**src/rtl/uart_pkg.sv**
```systemverilog
// Shared UART constants: frame layout, FSM state encoding and counter sizing helper.
// Used by both the transmitter and the receiver.
package uart_pkg;

  localparam int FRAME_W              = 12;
  localparam int START_POS            = 11;
  localparam int DATA_MSB             = 10;
  localparam int DATA_LSB             = 3;
  localparam int PAR_POS              = 2;
  localparam int STOP_MSB             = 1;
  localparam int STOP_LSB             = 0;
  localparam int DEFAULT_CLKS_PER_BIT = 16;
  localparam int BIT_CNT_W            = $clog2(FRAME_W);

  typedef enum logic {
    IDLE  = 1'b0,
    SHIFT = 1'b1
  } uart_state_e;

  // A count range of 1 still needs a one-bit register.
  function automatic int cnt_width(input int n);
    return (n > 1) ? $clog2(n) : 1;
  endfunction

endpackage

```
**src/rtl/uart_baud_cnt.sv**
```systemverilog
// Bit-period timer: counts 0..CLKS_PER_BIT-1 while enabled and flags the last cycle.
// Held at zero while disabled so every enabled run starts a fresh bit period.
module uart_baud_cnt
  import uart_pkg::*;
#(
  parameter int CLKS_PER_BIT = DEFAULT_CLKS_PER_BIT
) (
  input  logic clk,
  input  logic rst,
  input  logic en,
  output logic bit_tick
);

  localparam int               CNT_W   = cnt_width(CLKS_PER_BIT);
  localparam logic [CNT_W-1:0] CNT_MAX = CNT_W'(CLKS_PER_BIT - 1);

  logic [CNT_W-1:0] cnt_q, cnt_d;

  assign bit_tick = en && (cnt_q == CNT_MAX);

  always_comb begin
    if (!en || bit_tick) begin
      cnt_d = '0;
    end else begin
      cnt_d = cnt_q + CNT_W'(1);
    end
  end

  // NOTE: state registers use non-blocking assignments so every flop samples pre-edge values.
  always_ff @(posedge clk or posedge rst) begin
    if (rst) begin
      cnt_q <= '0;
    end else begin
      cnt_q <= cnt_d;
    end
  end

endmodule

```
**src/rtl/uart_frame_tx.sv**
```systemverilog
// UART frame serialiser: accepts a pre-assembled 12-bit frame on valid/ready and
// shifts it out MSB first on a registered tx line, CLKS_PER_BIT clocks per bit.
module uart_frame_tx
  import uart_pkg::*;
#(
  parameter int   CLKS_PER_BIT = DEFAULT_CLKS_PER_BIT,
  parameter logic IDLE_LVL     = 1'b1
) (
  input  logic               clk,
  input  logic               rst,
  input  logic [FRAME_W-1:0] frame_in,
  input  logic               frame_valid,
  output logic               frame_ready,
  output logic               tx,
  output logic               busy,
  output logic               done
);

  uart_state_e          state_q, state_d;
  logic [FRAME_W-1:0]   shreg_q, shreg_d;
  logic [BIT_CNT_W-1:0] bit_cnt_q, bit_cnt_d;
  logic                 tx_q, tx_d;
  logic                 done_q, done_d;
  logic                 bit_tick;

  uart_baud_cnt #(
    .CLKS_PER_BIT(CLKS_PER_BIT)
  ) u_baud_cnt (
    .clk     (clk),
    .rst     (rst),
    .en      (state_q == SHIFT),
    .bit_tick(bit_tick)
  );

  // NOTE: every next-state signal gets a default first so no path can infer a latch.
  always_comb begin
    state_d   = state_q;
    shreg_d   = shreg_q;
    bit_cnt_d = bit_cnt_q;
    tx_d      = tx_q;
    done_d    = 1'b0;
    case (state_q)
      IDLE: begin
        tx_d = IDLE_LVL;
        if (frame_valid) begin
          shreg_d   = frame_in;
          bit_cnt_d = BIT_CNT_W'(FRAME_W - 1);
          tx_d      = frame_in[START_POS];
          state_d   = SHIFT;
        end
      end
      SHIFT: begin
        if (bit_tick) begin
          if (bit_cnt_q != '0) begin
            shreg_d   = shreg_q << 1;
            bit_cnt_d = bit_cnt_q - 1'b1;
            tx_d      = shreg_q[FRAME_W-2];
          end else begin
            state_d = IDLE;
            tx_d    = IDLE_LVL;
            done_d  = 1'b1;
          end
        end
      end
    endcase
  end

  always_ff @(posedge clk or posedge rst) begin
    if (rst) begin
      state_q   <= IDLE;
      shreg_q   <= '0;
      bit_cnt_q <= '0;
      tx_q      <= IDLE_LVL;
      done_q    <= 1'b0;
    end else begin
      state_q   <= state_d;
      shreg_q   <= shreg_d;
      bit_cnt_q <= bit_cnt_d;
      tx_q      <= tx_d;
      done_q    <= done_d;
    end
  end

  assign frame_ready = (state_q == IDLE);
  assign busy        = (state_q == SHIFT);
  assign tx          = tx_q;
  assign done        = done_q;

endmodule

```
**config.mk**
```make
export PLATFORM = sky130hd
export DESIGN_NAME = uart_frame_tx
export DESIGN_NICKNAME = d
export VERILOG_FILES = /design/src/rtl/uart_pkg.sv /design/src/rtl/uart_baud_cnt.sv /design/src/rtl/uart_frame_tx.sv
export SDC_FILE = /design/constraint.sdc
export NUM_CORES = 1
export LEC_CHECK = 0
export BUFFER_PORTS_ARGS = -buffer_cell sky130_fd_sc_hd__buf_2
export CAP_MARGIN = 20
export CORE_UTILIZATION = 30
export CTS_CLUSTER_DIAMETER = 80
export CTS_CLUSTER_SIZE = 25
export DETAILED_ROUTE_END_ITERATION = 8
export GPL_ROUTABILITY_DRIVEN = 0
export SYNTH_ARGS = -nofsm -noshare
export SYNTH_HDL_FRONTEND = slang
export SYNTH_SLANG_ARGS = --single-unit
```
**constraint.sdc**
```tcl
create_clock -name clk -period 2.1 [get_ports clk]
set_clock_uncertainty 0.2 [all_clocks]
set_input_delay 0 -clock clk [delete_from_list [all_inputs] [get_ports clk]]
set_output_delay 0 -clock clk [all_outputs]
set_load 0.01 [all_outputs]
```
==> impl_metrics.json <==
{
  "status": "finished clean",
  "cp_slowest_cell": "dfrtp_1",
  "placed_area_um2": 1300,
  "busiest_layer": "met2",
  "synth_most_common_cell": "dfrtp_1",
  "p_leak_nw": 0.681,
  "diodes": 0,
  "utilization_pct": 40.7,
  "holdBufCountCts": 15,
  "fin_crit_ns": 1.89,
  "drcViolationCount": 0,
  "portBuffers": 18,
  "drtAntennaViolNets": 0,
  "synthDistinctLibCells": 31,
  "cts_buffers": 3,
  "synth_edf_count": 0,
  "syn_area_um2": 1160,
  "timing_worst_setup_path_type": "flip-flop to flip-flop",
  "syn_area_per_cell_um2": 12.9,
  "grt_max_degree": 23,
  "synth-seq-cells": 22,
  "worstPathCellList": "ha_1 -> nand4_4 -> o21ai_2 -> buf_4 -> mux2_2",
  "drv_slew": 0,
  "grt_pass1_wl_um": 3720,
  "finalPower_mw": 1.78,
  "wl_um": 2170,
  "wl_per_cell_um": 12.4,
  "ff2ff_path_depth": 5,
  "die_height_um": 64.1,
  "max_freq_ghz": 0.529,
  "place_ws_ns": 0.202,
  "final_cells": 175,
  "synth_ff_type": "dfrtp_1",
  "ys_seq_area_share_pct": 47.7,
  "gr-usage-met2_pct": 18.0,
  "synth_common_cells": "dfrtp_1 (21), mux2_2 (11), mux2_4 (9)",
  "grt_use_met1_pct": 15.7,
  "cp_num_buf_inv": 1,
  "worst_pin_slew_ns": 0.826,
  "drt-initial-drc-count": 9,
  "cts_resized": 0,
  "layout-drive-gt1-share_pct": 40.9,
  "nets": 146,
  "placementRows": 22,
  "ir_worst_vdd_uv": 366,
  "layout_setup_ws_ns": 0.210,
  "whs_ns": 0.242,
  "power.density_nw_per_um2": 1190,
  "pin_count": 19,
  "rsz0062_at_grt": "no",
  "grt_usage_pct": 12.0,
  "worstSetupPathDepth": 5,
  "netlist.area_leader.share_pct": 45.4,
  "synthesis.nets": 108,
  "drt_pre_antenna_iters": 4,
  "start_util_pct": 31.4,
  "synthArstFlopShare_pct": 100,
  "netlist_instances": 90,
  "antenna_found_initial": 0,
  "grt_pass1_vias": 825,
  "min_path_type": "input port to asynchronous set/reset pin",
  "slew_headroom_pct": 44.8,
  "maxCapViolations": 0,
  "worstPathRequired_ns": 2.05,
  "crit_path_end_kind": "flip-flop",
  "cp_slowest_stage_delay_ns": 0.39,
  "fin_setup_tns_ns": 0,
  "post-dp-hpwl_um": 1560,
  "finish.instance_area_um2": 1500,
  "htreeDepth": 1,
  "critPathLaunchType": "flip-flop",
  "regToRegEndpoint": "shreg_q[9]$_DFFE_PP0P_",
  "core_region_area_um2": 3690,
  "ys_top_cells_by_area": "dfrtp_1 (45%), mux2_4 (12%), mux2_2 (11%)",
  "vias_per_cell": 4.70,
  "path_delay_family": "flip-flops",
  "clockRootBuffer": "clkbuf_8",
  "finalHoldViolations": 0,
  "ff2ff_setup_slack_ns": 0.21,
  "critPathMaxFanout": 11,
  "die_width_um": 64.1,
  "synth_largest_area_cell": "dfrtp_1",
  "setup_violations": 0,
  "crit_end": "shreg_q[9]$_DFFE_PP0P_",
  "yosys_warnings": 0,
  "vias": 823,
  "r2r_start": "u_baud_cnt.cnt_q[0]$_DFF_PP0_",
  "cts.sinks": 22,
  "dieArea_um2": 4110,
  "clk_latency_ns": 0.26,
  "critPathLaunch": "u_baud_cnt.cnt_q[0]$_DFF_PP0_",
  "post_cts_buffers": 0,
  "syn_to_final_growth_pct": 29.7,
  "post-route-period-util_pct": 90.0,
  "cts_tree": "yes",
  "grt_overflow": 0,
  "cts.reportedPaths.clkPinSlew_ns": 0.08,
  "crit_arrival_ns": 1.84,
  "grt_use_met3_pct": 1.61,
  "cts.path.max_buffers": 2,
  "dp_cells": 156
}
## layout make-up
type | count | area (um^2)
Tap cell | 48 | 60.1
Inverter | 7 | 26.3
Multi-Input combinational cell | 58 | 546
Clock buffer | 4 | 55.1
Sequential cell | 22 | 552
Timing Repair Buffer | 36 | 263
Fill cell | 351 | 2190
## power by group
part | total, mW | switching (mW) | internal (mW) | leakage [nW]
Sequential | 0.804 | 0.174 | 0.630 | 0.256
Combinational | 0.678 | 0.257 | 0.421 | 0.396
Clock | 0.298 | 0.131 | 0.167 | 0.0288
## cells by family (layout without fill, tap and decap cells)
| logic type | Yosys count | count (layout) | share of synthesized area [%] |
|---|---|---|---|
| flops | 22 | 22 | 47.7 |
| mux | 20 | 20 | 22.4 |
| simple gates | 19 | 19 | 11.7 |
| compound gates | 15 | 15 | 9.08 |
| buf+inv | 10 | 47 | 5.19 |
| fa+ha+maj | 3 | 3 | 3.24 |
| xor+xnor | 1 | 1 | 0.757 |
## state kept, by name (all words and copies together), names as in the netlist
name              cells
shreg_q              11
tx                    1
u_baud_cnt.cnt_q      4
done                  1
busy                  1
bit_cnt_q             4
## tightest hold or removal path: cells and delay by family
kind | cells | cell delay, ns
buffers and inverters | 3 | 1.25
## per-layer routing
layer	share of wire [%]	vias up
li1	-	399
met1	47	397
met2	47	21
met3	2.9	6
met4	3.7	0
met5	0	-
## worst min-delay path by stage
stage                                           to  depth (start not counted)              startpoint  slack, ns
after floorplan           bit_cnt_q[0]$_DFFE_PP0P_                          1                     rst      -0.21
after global placement      shreg_q[3]$_DFFE_PP0P_                          2                     rst      0.006
after detailed placement    shreg_q[5]$_DFFE_PP0P_                          2                     rst       0.01
after CTS                   shreg_q[5]$_DFFE_PP0P_                          3                     rst       0.27
after global routing        shreg_q[5]$_DFFE_PP0P_                          1  shreg_q[5]$_DFFE_PP0P_       0.33
final                       shreg_q[0]$_DFFE_PP0P_                          3                     rst       0.24
## cells in the final DEF (no fill, tap or decap), drive strengths merged, types with 2 or more instances in the layout
master       instances
dfrtp               21
dlygate4sd3         15
a21oi                2
inv                  7
nor2b                2
ha                   3
a311oi               2
mux2                20
and3                 2
o21ai                3
nor3                 3
buf                 21
a31oi                2
clkbuf               4
nor2                 5
Power figures use the tool's default switching activity.
